<file path="src/rtl/uart_rx_fifo_sb_ctrl.sv">
// Bus-attached UART receiver: synchronised serial input, runtime-programmable framing,
// receive FIFO with sticky error flags and a level interrupt.
module uart_rx_fifo_sb_ctrl #(
   parameter int CLK_FREQ     = 10_000_000,
   parameter int DEFAULT_BAUD = 9600,
   parameter int DATA_BITS    = 8,
   parameter int FIFO_DEPTH   = 8
) (
   input  logic        clk_i,
   input  logic        rst_i,
   input  logic [31:0] addr_i,
   input  logic        req_i,
   input  logic [31:0] WD_i,
   input  logic        WE_i,
   output logic [31:0] RD_o,
   input  logic        rx_i,
   output logic        irq_o
);

   localparam int PW = $clog2(FIFO_DEPTH);
   localparam int CW = PW + 1;
   localparam logic [15:0] DIV_RESET = 16'(CLK_FREQ / DEFAULT_BAUD);
   localparam logic [2:0]  BIT_LAST  = 3'(DATA_BITS - 1);

   typedef enum logic [2:0] {S_IDLE, S_START, S_DATA, S_PARITY, S_STOP} state_t;

   state_t state_q, state_d;
   logic sync1_q, sync2_q, rxPrev_q;
   logic [15:0] cnt_q, cnt_d;
   logic [2:0] bitIdx_q, bitIdx_d;
   logic stopIdx_q, stopIdx_d;
   logic [DATA_BITS-1:0] shift_q, shift_d;
   logic pendPar_q, pendPar_d, pendFrm_q, pendFrm_d;
   logic [15:0] shDiv_q, shDiv_d;
   logic [1:0] shPar_q, shPar_d;
   logic shStop_q, shStop_d;
   logic [15:0] div_q, div_d;
   logic [1:0] par_q, par_d;
   logic stop_q, stop_d;
   logic [2:0] err_q, err_d, setErr;
   logic [PW-1:0] rptr_q, rptr_d, wptr_q, wptr_d;
   logic [CW-1:0] count_q, count_d;
   logic [31:0] rd_q, rd_d;
   logic irq_q, irq_d;
   logic [DATA_BITS-1:0] mem_q [FIFO_DEPTH];

   logic [5:0] addr;
   logic busWr, busRd, pop, push, pushEff, softRst, full, fall, sample, parEn, frmNow;
   logic unusedBits;

   assign addr       = addr_i[5:0];
   assign busWr      = req_i & WE_i;
   assign busRd      = req_i & ~WE_i;
   assign pop        = busRd && (addr == 6'h00) && (count_q != '0);
   assign softRst    = busWr && (addr == 6'h24) && WD_i[0];
   assign full       = (count_q == CW'(FIFO_DEPTH));
   assign fall       = rxPrev_q & ~sync2_q;
   assign sample     = (cnt_q == 16'd0);
   assign parEn      = (shPar_q == 2'd1) || (shPar_q == 2'd2);
   assign frmNow     = pendFrm_q | ~sync2_q;
   assign pushEff    = push & ~softRst;
   assign unusedBits = ^{addr_i[31:6], WD_i[31:16]};
   assign RD_o       = rd_q;
   assign irq_o      = irq_q;

   // Synchroniser and previous-sample flop idle high so reset never looks like a start bit.
   always_ff @(posedge clk_i or posedge rst_i) begin
      if (rst_i) begin
         sync1_q  <= 1'b1;
         sync2_q  <= 1'b1;
         rxPrev_q <= 1'b1;
      end else begin
         sync1_q  <= rx_i;
         sync2_q  <= sync1_q;
         rxPrev_q <= sync2_q;
      end
   end

   always_comb begin
      state_d   = state_q;
      cnt_d     = cnt_q;
      bitIdx_d  = bitIdx_q;
      stopIdx_d = stopIdx_q;
      shift_d   = shift_q;
      pendPar_d = pendPar_q;
      pendFrm_d = pendFrm_q;
      shDiv_d   = shDiv_q;
      shPar_d   = shPar_q;
      shStop_d  = shStop_q;
      push      = 1'b0;
      setErr    = 3'b000;
      case (state_q)
         S_IDLE: begin
            if (fall) begin
               state_d   = S_START;
               cnt_d     = {1'b0, div_q[15:1]} - 16'd1;
               shDiv_d   = div_q;
               shPar_d   = par_q;
               shStop_d  = stop_q;
               bitIdx_d  = 3'd0;
               stopIdx_d = 1'b0;
               pendPar_d = 1'b0;
               pendFrm_d = 1'b0;
            end
         end
         S_START: begin
            if (!sample) begin
               cnt_d = cnt_q - 16'd1;
            end else begin
               cnt_d   = shDiv_q - 16'd1;
               state_d = sync2_q ? S_IDLE : S_DATA;
            end
         end
         S_DATA: begin
            if (!sample) begin
               cnt_d = cnt_q - 16'd1;
            end else begin
               cnt_d   = shDiv_q - 16'd1;
               shift_d = {sync2_q, shift_q[DATA_BITS-1:1]};
               if (bitIdx_q == BIT_LAST) begin
                  state_d = parEn ? S_PARITY : S_STOP;
               end else begin
                  bitIdx_d = bitIdx_q + 3'd1;
               end
            end
         end
         S_PARITY: begin
            if (!sample) begin
               cnt_d = cnt_q - 16'd1;
            end else begin
               cnt_d   = shDiv_q - 16'd1;
               state_d = S_STOP;
               if (sync2_q != ((^shift_q) ^ (shPar_q == 2'd2))) begin
                  pendPar_d = 1'b1;
               end
            end
         end
         S_STOP: begin
            if (!sample) begin
               cnt_d = cnt_q - 16'd1;
            end else if (stopIdx_q != shStop_q) begin
               cnt_d     = shDiv_q - 16'd1;
               stopIdx_d = 1'b1;
               pendFrm_d = frmNow;
            end else begin
               // Last stop sample: the frame is committed or discarded right here.
               state_d = S_IDLE;
               if (pendPar_q || frmNow) begin
                  setErr = {1'b0, frmNow, pendPar_q};
               end else if (full && !pop) begin
                  setErr = 3'b100;
               end else begin
                  push = 1'b1;
               end
            end
         end
         default: state_d = S_IDLE;
      endcase
      if (softRst) begin
         state_d = S_IDLE;
      end
   end

   always_comb begin
      div_d   = div_q;
      par_d   = par_q;
      stop_d  = stop_q;
      rptr_d  = rptr_q;
      wptr_d  = wptr_q;
      count_d = count_q;
      err_d   = (err_q & ~((busWr && addr == 6'h1C) ? WD_i[2:0] : 3'b000)) | setErr;
      rd_d    = rd_q;
      if (busWr) begin
         case (addr)
            6'h0C: div_d  = (WD_i[15:0] < 16'd4) ? 16'd4 : WD_i[15:0];
            6'h10: par_d  = WD_i[1:0];
            6'h14: stop_d = WD_i[0];
            default: ;
         endcase
      end
      if (pushEff) begin
         wptr_d = wptr_q + PW'(1);
      end
      if (pop) begin
         rptr_d = rptr_q + PW'(1);
      end
      count_d = count_q + CW'(pushEff) - CW'(pop);
      if (softRst) begin
         rptr_d  = '0;
         wptr_d  = '0;
         count_d = '0;
         err_d   = 3'b000;
      end
      if (busRd) begin
         case (addr)
            6'h00: rd_d = (count_q != '0) ? 32'(mem_q[rptr_q]) : 32'd0;
            6'h04: rd_d = 32'(count_q != '0);
            6'h08: rd_d = 32'(state_q != S_IDLE);
            6'h0C: rd_d = 32'(div_q);
            6'h10: rd_d = 32'(par_q);
            6'h14: rd_d = 32'(stop_q);
            6'h18: rd_d = 32'(count_q);
            6'h1C: rd_d = 32'(err_q);
            default: rd_d = 32'd0;
         endcase
      end
      irq_d = (count_d != '0) || (err_d != 3'b000);
   end

   always_ff @(posedge clk_i or posedge rst_i) begin
      if (rst_i) begin
         state_q   <= S_IDLE;
         cnt_q     <= 16'd0;
         bitIdx_q  <= 3'd0;
         stopIdx_q <= 1'b0;
         shift_q   <= '0;
         pendPar_q <= 1'b0;
         pendFrm_q <= 1'b0;
         shDiv_q   <= DIV_RESET;
         shPar_q   <= 2'd0;
         shStop_q  <= 1'b0;
         div_q     <= DIV_RESET;
         par_q     <= 2'd0;
         stop_q    <= 1'b0;
         err_q     <= 3'b000;
         rptr_q    <= '0;
         wptr_q    <= '0;
         count_q   <= '0;
         rd_q      <= 32'd0;
         irq_q     <= 1'b0;
      end else begin
         state_q   <= state_d;
         cnt_q     <= cnt_d;
         bitIdx_q  <= bitIdx_d;
         stopIdx_q <= stopIdx_d;
         shift_q   <= shift_d;
         pendPar_q <= pendPar_d;
         pendFrm_q <= pendFrm_d;
         shDiv_q   <= shDiv_d;
         shPar_q   <= shPar_d;
         shStop_q  <= shStop_d;
         div_q     <= div_d;
         par_q     <= par_d;
         stop_q    <= stop_d;
         err_q     <= err_d;
         rptr_q    <= rptr_d;
         wptr_q    <= wptr_d;
         count_q   <= count_d;
         rd_q      <= rd_d;
         irq_q     <= irq_d;
      end
   end

   // Storage needs no reset; occupancy alone decides what is valid.
   always_ff @(posedge clk_i) begin
      if (pushEff) begin
         mem_q[wptr_q] <= shift_q;
      end
   end

endmodule

</file>
<file path="config.mk">
export PLATFORM = sky130hd
export DESIGN_NAME = uart_rx_fifo_sb_ctrl
export DESIGN_NICKNAME = d
export VERILOG_FILES = /design/src/rtl/uart_rx_fifo_sb_ctrl.sv
export SDC_FILE = /design/constraint.sdc
export NUM_CORES = 1
export LEC_CHECK = 0
export BUFFER_PORTS_ARGS = -buffer_cell sky130_fd_sc_hd__buf_4
export CAP_MARGIN = 20
export CELL_PAD_IN_SITES_DETAIL_PLACEMENT = 2
export CELL_PAD_IN_SITES_GLOBAL_PLACEMENT = 2
export CORE_MARGIN = 8
export CORE_UTILIZATION = 35
export CTS_CLUSTER_DIAMETER = 40
export DETAILED_ROUTE_END_ITERATION = 8
export PLACE_DENSITY_LB_ADDON = 0.1
export SLEW_MARGIN = 5
export SYNTH_ARGS = -nofsm -noshare
export SYNTH_HDL_FRONTEND = slang
export SYNTH_SLANG_ARGS = --single-unit
</file>
<file path="constraint.sdc">
create_clock -name clk_i -period 3.9 [get_ports clk_i]
set_clock_uncertainty 0.2 [all_clocks]
set_input_delay 0.975 -clock clk_i [delete_from_list [all_inputs] [get_ports clk_i]]
set_output_delay 0.975 -clock clk_i [all_outputs]
set_load 0.005 [all_outputs]
</file>
==> qor.txt, run 1 <==
Die Ht = 168 µm
fraction of registers with async set/reset = 61.9%
sequential cell area = 4540 µm²
n_diodes = 0
Fin Setup TNS = 0 ns
post-route ant nets = 0
status = finished clean
Period minus WS final = 3.87 ns
VDD IR-drop max = 0.000290 V
total congestion overflow = 0
YS warnings = 0
vias in the first global route = 6,620
first-pass GRT wire length = 38,600 µm
# port buffers = 43
vias per cell = 5.47
Core Rows = 55
R2R depth = 13
CP max FO = 2
Final Hold Vio Count = 0
total core area = 22,700 µm²
Die ar. = 28,400 µm²
post-synthesis sequential area ratio = 55.7%
crit-path cells = buf_6 -> or3_4 -> or4b_4 -> o211a_1 -> and3b_2 -> o21ai_4 -> ha_4 -> inv_2 -> ha_4 -> fa_2 -> xnor2_2 -> nor2_2 -> nor4_2 -> nand2_1
io pins = 102
Crit path depth = 14
CTS clk-pin slew, worst paths = 0.07 ns
drt total wl = 24,500 µm
Sink Count = 168
Hold Path Origin = sync1_q
P_leak = 4.05 nW
Crit path top cell by count = ha_4
initial antenna violation count = 0
Most used DFF post-synth = dfrtp_1
worst path arrival time = 3.97 ns
share of cells above drive strength 1 = 24.8%
internal power = 3.55 mW
Die W = 168 µm
mean post-synth cell area = 11.4 µm²
Clock Tree Buf Depth = 2
max_slew headroom = 33.0%
number of synthesized flops with an enable pin = 64
CP Capture Type = flop
Worst Hold Depth = 0
Switching Fraction = 30.5%
Final nets = 867
DRC = 0
Mapped Cells = 711
Starting Density = 35.8%
Critical Path Start = addr_i[3]
largest net degree at the start of global routing = 73
Routed WL per cell = 22.6 µm
largest stage delay on the critical path = 0.52 ns
gr usage total = 17.6%
GPL Wtd Cong = 0.797
PwrDens = 527 nW/µm²
sequential power share = 43.5%
CTS tree = yes
sw power = 1.56 mW
Initial DRT Pass Iterations = 4
Final Setup Violations = 0
Clock Latency Late Sink = 0.42 ns
Num CTS Buffers = 17
unrepaired setup endpoints after global routing = true
#FFs+latches synth = 168
crit start category = input port
H-tree Lvls = 4
area occupied by multi-input gates = 3400 µm²
f_max = 259 MHz
DP Wirelength = 17,800 µm
CP Class = in -> reg
Req. time, crit path = 4.01 ns
max-cap violations = 0
Initial DRC Count = 326
post-synthesis cell type count = 74
Post-Synthesis Cell Area = 8140 µm²
Clk pwr share = 36.0%
non-filler cells, final = 1,083
Filler Cell Count = 2,332
CP delay by family, top = simple AND/OR/NAND/NOR gates
Vias = 5,922
placed cell count = 1,044
worst slew pin tran = 1.00 ns
hold slack = 0.162 ns
max-slew violations = 0
critical path's slowest cell = or4b_4
HP Class = reg -> reg
Final period util = 99.2%
Bufs and invs on worst path = 2
Worst R2R Start = cnt_q[8]
Area Overhead vs Synth = 19.1%
Comb power frac = 20.5%
root buffer cell = clkbuf_16
## metrics by stage
| stage | area [µm²] | util (%) | total power [mW] | setup WS [ns] |
|---|---|---|---|---|
| 2_1_floorplan | 8260 | - | 2.93 | -0.393 |
| 3_3_place_gp | 8960 | 39.5 | 3.20 | -0.395 |
| 3_5_place_dp | 8960 | 39.5 | 3.27 | -0.521 |
| 4_1_cts | 9630 | 42.4 | 5.14 | 0.00127 |
| 5_1_grt | 9690 | 42.7 | 5.35 | -0.0455 |
| 6_report | 9690 | 42.7 | 5.11 | 0.0331 |
## worst register-to-register path: cells and delay by family (launching register included)
kind                     cells  cell delay [ns]
AND/OR/NAND/NOR              7             1.99
adder cells (fa/ha/maj)      3             0.79
flip-flops                   1             0.44
XOR/XNOR                     1             0.18
AO/OA/AOI/OAI                1             0.08
buffers and inverters        1             0.03
## timing repair
| item | CTS | global route |
|---|---|---|
| endpoints found under the setup margin | 1 | 1 |
| hold buffers | 0 | 0 |
| pin swaps | 1 | 9 |
| gates resized for setup | 3 | 7 |
| buffers inserted | 2 | 5 |
## power groups by stage
stage / clock (mW) / combinational [mW] / sequential, mW
2_1_floorplan: 0 / 0.776 / 2.15
3_5_place_dp: 0 / 1.01 / 2.26
5_1_grt: 1.94 / 1.16 / 2.25
4_1_cts: 1.88 / 1.03 / 2.22
3_3_place_gp: 0 / 0.959 / 2.25
6_report: 1.84 / 1.05 / 2.22
## worst paths after layout
| kind | endpoint | slack [ns] |
|---|---|---|
| hold / removal | sync2_q | 0.16 |
| min in group asynchronous | RD_o[13] | 0.58 |
| max in group asynchronous | shDiv_q[0] | 2.12 |
| hold reg to reg | sync2_q | 0.16 |
| setup / recovery | irq_o | 0.03 |
| setup reg to reg | irq_o | 0.07 |
## logic make-up after synthesis
group	after synthesis	share of synthesized area, %
other	1	0.0461
adder cells (fa/ha/maj)	13	2.09
AO/OA/AOI/OAI	132	10.5
XOR/XNOR	27	2.91
AND/OR/NAND/NOR	250	14.6
multiplexers	57	10.0
buffers and inverters	63	4.09
flip-flops	168	55.7
## layout make-up
| type | instances | share of cell area [%] |
|---|---|---|
| Inverter | 10 | 0.413 |
| Tap cell | 285 | 3.68 |
| Clock inverter | 11 | 1.47 |
| Clock buffer | 21 | 5.09 |
| Multi-Input combinational cell | 495 | 35.1 |
| Sequential cell | 168 | 46.8 |
| Timing Repair Buffer | 93 | 7.41 |
## cells in the mapped netlist (2+ instances only)
master / n / area, µm²
edfxtp_1: 64 / 1920
buf_6: 3 / 33.8
a211o_1: 2 / 17.5
nor4_1: 10 / 62.6
or4_4: 2 / 22.5
nand2b_1: 6 / 37.5
o211ai_1: 7 / 52.6
nor2b_1: 6 / 37.5
buf_2: 8 / 40.0
buf_4: 17 / 128
nor2_1: 48 / 180
a211oi_1: 2 / 15.0
o21a_1: 3 / 22.5
o32a_1: 2 / 20.0
a21oi_1: 32 / 160
o21ai_0: 42 / 210
nor3_1: 17 / 85.1
or4_1: 5 / 37.5
a22o_1: 9 / 78.8
mux2_2: 17 / 191
mux4_2: 17 / 383
and2_1: 2 / 12.5
o21ai_1: 3 / 15.0
a31oi_1: 4 / 25.0
buf_1: 4 / 15.0
a22oi_1: 4 / 30.0
xnor2_1: 23 / 201
mux2_1: 8 / 90.1
nor3_2: 2 / 20.0
mux2i_1: 15 / 150
clkbuf_1: 21 / 78.8
and3_1: 4 / 25.0
a21o_1: 4 / 30.0
o31ai_1: 3 / 22.5
dfstp_2: 9 / 236
nand2_1: 114 / 428
xor2_1: 4 / 35.0
or3_1: 2 / 12.5
dfrtp_1: 95 / 2380
nor3b_1: 2 / 15.0
nand3_1: 16 / 80.1
inv_1: 10 / 37.5
ha_1: 12 / 150
## routing by layer
metal | share of wire, % | track usage, % | up-vias
met1 | 45 | 22.8 | 3111
met2 | 50 | 30.2 | 107
met4 | 1.2 | 4.39 | 0
li1 | - | - | 2685
met5 | 0 | 0 | -
met3 | 3.1 | 3.07 | 19
## sequential cells by signal, summed over array words and instances (netlist names), 2 cells and up
name and count:
RD_o 16, bitIdx_q 3, cnt_q 16, count_q 4
div_q 16, err_q 3, mem_q 64, par_q 2
rptr_q 3, shDiv_q 16, shPar_q 2, shift_q 8
state_q 3, wptr_q 3
## cells in the final DEF (no fill, tap or decap), types with 6 or more instances in the layout
cell	Yosys	final
nand2_1	114	114
dfrtp_1	95	95
buf_4	17	90
edfxtp_1	64	64
nor2_1	48	47
o21ai_0	42	42
a21oi_1	32	31
xnor2_1	23	22
clkbuf_16	0	19
mux4_2	17	17
mux2_2	17	17
nand3_1	16	16
nor3_1	17	16
conb_1	1	16
mux2i_1	15	15
ha_1	12	10
nor4_1	10	9
a22o_1	9	9
dfstp_2	9	9
mux2_1	8	8
o211ai_1	7	7
inv_1	10	7
nand2b_1	6	6
inv_6	0	6
Power figures use the tool's default switching activity.
==> run 2: changes to the inputs <==
--- a/config.mk
+++ b/config.mk
@@ -9,6 +9,7 @@
 export CAP_MARGIN = 20
 export CELL_PAD_IN_SITES_DETAIL_PLACEMENT = 2
 export CELL_PAD_IN_SITES_GLOBAL_PLACEMENT = 2
+export CORE_ASPECT_RATIO = 0.8
 export CORE_MARGIN = 8
 export CORE_UTILIZATION = 35
 export CTS_CLUSTER_DIAMETER = 40
==> run 2 against run 1 <==
  * Non-clock buffer count shrank 7
  * Die area grew 0.11%
  * Setup slack gained 0.024 ns
  * Register-to-register slack gained 0.11 ns
  * Wire length grew 3.6%
  * Highest routed layer unchanged
==> qor.txt, run 2 (synthesis results as in run 1) <==
status = finished clean
Clock Tree Buf Depth = 2
io pins = 102
max-slew violations = 0
Initial DRT Pass Iterations = 4
Initial DRC Count = 307
Area Overhead vs Synth = 19.0%
Design Area, Final = 9690 µm²
CTS tree = yes
Period minus WS final = 3.84 ns
P_leak = 4.02 nW
Die Ht = 152 µm
Final nets = 860
largest net degree at the start of global routing = 55
max_slew headroom = 32.6%
# port buffers = 43
dpl ws = -0.517 ns
Die W = 186 µm
max FFs per register = 64
H-tree Lvls = 4
crit start category = input port
Final Hold Vio Count = 0
GPL Wtd Cong = 0.797
Placement Cell Area = 8990 µm²
Vias = 5,877
Crit path top cell by count = ha_4
root buffer cell = clkbuf_16
Clock Latency Late Sink = 0.43 ns
Req. time, crit path = 3.99 ns
CP Capture Type = flop
max-cap violations = 0
commonest non-fill, non-tap cells in the layout = nand2_1, dfrtp_1, buf_4
final setup margin = 0.0571 ns
Starting Density = 35.2%
post-route ant nets = 0
vias in the first global route = 6,546
CTS clk-pin slew, worst paths = 0.08 ns
Num CTS Buffers = 17
gr usage total = 18.1%
first-pass GRT wire length = 40,100 µm
vias per cell = 5.33
DRC = 0
total core area = 23,100 µm²
Final period util = 98.5%
crit-path cells = buf_4 -> or3_4 -> or4b_4 -> o211a_1 -> and3b_2 -> o21ai_4 -> ha_4 -> inv_2 -> ha_4 -> fa_2 -> nor2b_4 -> nor4_2 -> nand2_1
largest stage delay on the critical path = 0.54 ns
CP delay by family, top = simple AND/OR/NAND/NOR gates
Total Power = 5.12 mW
Bufs and invs on worst path = 2
f_max = 260 MHz
Biggest register = mem_q
DP Wirelength = 18,000 µm
most common cell after layout, fill and taps aside = nand2_1
Core Rows = 50
critical path's slowest cell = or4b_4
post-layout util = 42.0%
CP Class = in -> reg
Final Setup Violations = 0
PwrDens = 528 nW/µm²
total congestion overflow = 0
Routed WL per cell = 23.0 µm
CP max FO = 2
drt total wl = 25,400 µm
share of cells above drive strength 1 = 24.1%
Sink Count = 168
worst slew pin tran = 1.01 ns
HP Class = reg -> reg
Die ar. = 28,400 µm²
worst path arrival time = 3.93 ns
initial antenna violation count = 0
VDD IR-drop max = 0.000251 V
n_diodes = 0
[run 2: changes by cell type in the layout (fill, tap and decap cells not counted), sizes merged]
cell	delta
buf	-7
clkbuf	-3
clkinv	+4
clkinvlp	-1
[run 2: repair_timing]
item,4_1_cts,5_1_grt
pin swaps,5,3
gates cloned,0,0
setup endpoints to repair,1,1
buffers inserted,2,1
resized for setup,5,3
hold buffers,0,0
[run 2: final cells by class]
cell class,instances,area [µm²]
Timing Repair Buffer,86,674
Clock inverter,14,200
Clock buffer,18,439
Tap cell,312,390
Multi-Input combinational cell,495,3410
Inverter,10,40.0
Fill cell,2348,13400
Sequential cell,168,4540
[run 2: power by group]
group	internal (mW)	leakage, nW	switching [mW]
clock network	1.01	0.314	0.833
logic	0.464	1.75	0.592
registers	2.01	1.96	0.212
[run 2: worst paths after layout]
check,startpoint,endpoint,slack (ns),cells past startpoint
worst max-delay path,addr_i[1],irq_o,0.06,13
worst min-delay path,sync1_q,sync2_q,0.15,0
worst max register to register,cnt_q[10],irq_o,0.18,12
worst min register to register,sync1_q,sync2_q,0.15,0
max in group asynchronous,rst_i,sync1_q,2.24,3
min in group asynchronous,rst_i,irq_o,0.45,2
[run 2: layer usage]
| metal | global-route usage [%] | wire length (µm) | vias up |
|---|---|---|---|
| met5 | 0 | 0 | - |
| met4 | 4.87 | 302 | 0 |
| met3 | 3.13 | 739 | 24 |
| met2 | 28.1 | 11700 | 101 |
| met1 | 25.7 | 12700 | 3076 |
| li1 | - | - | 2676 |
[run 2: through the flow]
stage                TNS, ns  hold WS, ns  instances
floorplan             -0.587        0.145        726
global placement      -0.608        0.145       1068
detailed placement     -1.64        0.149       1068
CTS                        0        0.151       1102
global route        -0.00406        0.155       1103
finish                     0        0.150       1103
==> run 3: changes to the inputs <==
--- a/config.mk
+++ b/config.mk
@@ -5,6 +5,7 @@
 export SDC_FILE = /design/constraint.sdc
 export NUM_CORES = 1
 export LEC_CHECK = 0
+export ABC_CLOCK_PERIOD_IN_PS = 3900
 export BUFFER_PORTS_ARGS = -buffer_cell sky130_fd_sc_hd__buf_4
 export CAP_MARGIN = 20
 export CELL_PAD_IN_SITES_DETAIL_PLACEMENT = 2
==> constraint.sdc (replaced) <==
create_clock -name clk_i -period 3.9 [get_ports clk_i]
set_clock_uncertainty 0.2 [all_clocks]
set_input_delay 0.39 -clock clk_i [delete_from_list [all_inputs] [get_ports clk_i]]
set_output_delay 0.39 -clock clk_i [all_outputs]
set_load 0.005 [all_outputs]
==> run 3 against run 2 <==
  * Sequential cell count unchanged
  * Non-clock buffer count decreased by 2
  * Worst hold slack got worse by 0.13 ns
  * Via count decreased by 0.46%
==> qor.txt, run 3 (synthesis results as in run 1) <==
status = finished clean
P_leak = 3.97 nW
DP Wirelength = 17,700 µm
largest net degree at the start of global routing = 67
Design Area, Final = 9570 µm²
gr usage total = 17.3%
CP Capture Type = flop
max_slew headroom = 40.3%
Initial DRC Count = 300
Final Hold Vio Count = 0
total congestion overflow = 0
n_diodes = 0
root buffer cell = clkbuf_16
Final period util = 95.1%
max FFs per register = 64
Final Setup Violations = 0
max-slew violations = 0
Core Rows = 50
Clock Latency Late Sink = 0.43 ns
Fin Setup TNS = 0 ns
Sink Count = 168
total core area = 23,100 µm²
Req. time, crit path = 4.01 ns
CTS tree = yes
Clock Tree Buf Depth = 2
worst path arrival time = 3.82 ns
post-route ant nets = 0
CP Class = reg -> reg
H-tree Lvls = 4
Routed WL per cell = 22.1 µm
Vias = 5,850
most common cell after layout, fill and taps aside = nand2_1
DRC = 0
Initial DRT Pass Iterations = 4
io pins = 102
vias in the first global route = 6,603
crit start category = flop
Area Overhead vs Synth = 17.6%
Total Power = 5.01 mW
drt total wl = 24,300 µm
hold slack = 0.0174 ns
PwrDens = 524 nW/µm²
Biggest register = mem_q
Final nets = 858
unrepaired setup endpoints after global routing = false
GPL Wtd Cong = 0.822
Placement Cell Area = 8850 µm²
Die ar. = 28,400 µm²
commonest non-fill, non-tap cells in the layout = nand2_1, dfrtp_1, buf_4
Period minus WS final = 3.71 ns
Num CTS Buffers = 17
worst slew pin tran = 0.895 ns
final setup margin = 0.192 ns
f_max = 270 MHz
initial antenna violation count = 0
R2R depth = 14
# port buffers = 43
share of cells above drive strength 1 = 21.3%
Die W = 186 µm
Starting Density = 35.2%
max-cap violations = 0
HP Class = in -> reg
dpl ws = 0.0144 ns
Die Ht = 152 µm
vias per cell = 5.31
CP max FO = 3
VDD IR-drop max = 0.000324 V
Worst Hold Depth = 2
CTS clk-pin slew, worst paths = 0.07 ns
first-pass GRT wire length = 38,700 µm
-- run 3: where the power goes --
group / internal, mW / switching [mW]
clock network: 0.974 / 0.791
registers: 2.01 / 0.215
logic: 0.455 / 0.570
total: 3.44 / 1.58
-- run 3: area by class of cell --
type	instances	area (µm²)
multi-input combinational	495	3340
tap	312	390
timing repair buffer	84	656
sequential	168	4540
fill	2402	13500
clock inverter	15	184
inverter	10	40.0
clock buffer	17	425
-- run 3: repair_timing --
action,in CTS,in global routing
endpoints found under the hold margin,68,0
hold buffers,10,0
setup endpoints to repair,0,1
setup buffers,0,0
gates resized for setup,0,3
-- run 3: metrics by stage --
stage               util, %  std cells
floorplan                 -        726
global placement       38.3       1059
detailed placement     38.3       1059
CTS                    41.4       1101
global route           41.4       1101
finish                 41.4       1101
-- run 3: worst max-delay path, cell delays in order, from the launching register on --
cell and delay [ns]:
dfrtp_1 0.38, inv_1 0.09, ha_1 0.19, nor3b_1 0.14, or4b_1 0.53, o211a_1 0.25, and3b_1 0.26, o21ai_2 0.08
ha_1 0.27, inv_1 0.04, ha_1 0.19, fa_1 0.42, nor2b_1 0.16, nor4_1 0.30, nand2_1 0.08
-- run 3: path summary, 6_finish.rpt --
| path | start | end | slack [ns] |
|---|---|---|---|
| worst max-delay path | count_q[2] | irq_o | 0.19 |
| worst min-delay path | WD_i[14] | div_q[14] | 0.02 |
| worst max register to register | count_q[2] | irq_o | 0.19 |
| worst min register to register | sync1_q | sync2_q | 0.16 |
| max in group asynchronous | rst_i | shDiv_q[10] | 2.08 |
| min in group asynchronous | rst_i | RD_o[0] | 0.51 |
-- run 3: routing by layer --
layer  routed length (µm)  vias up  GRT usage (%)
li1                     -     2678              -
met1                11800     3047           23.4
met2                11300      101           27.7
met3                  875       24           3.64
met4                  347        0           4.68
met5                    0        -              0
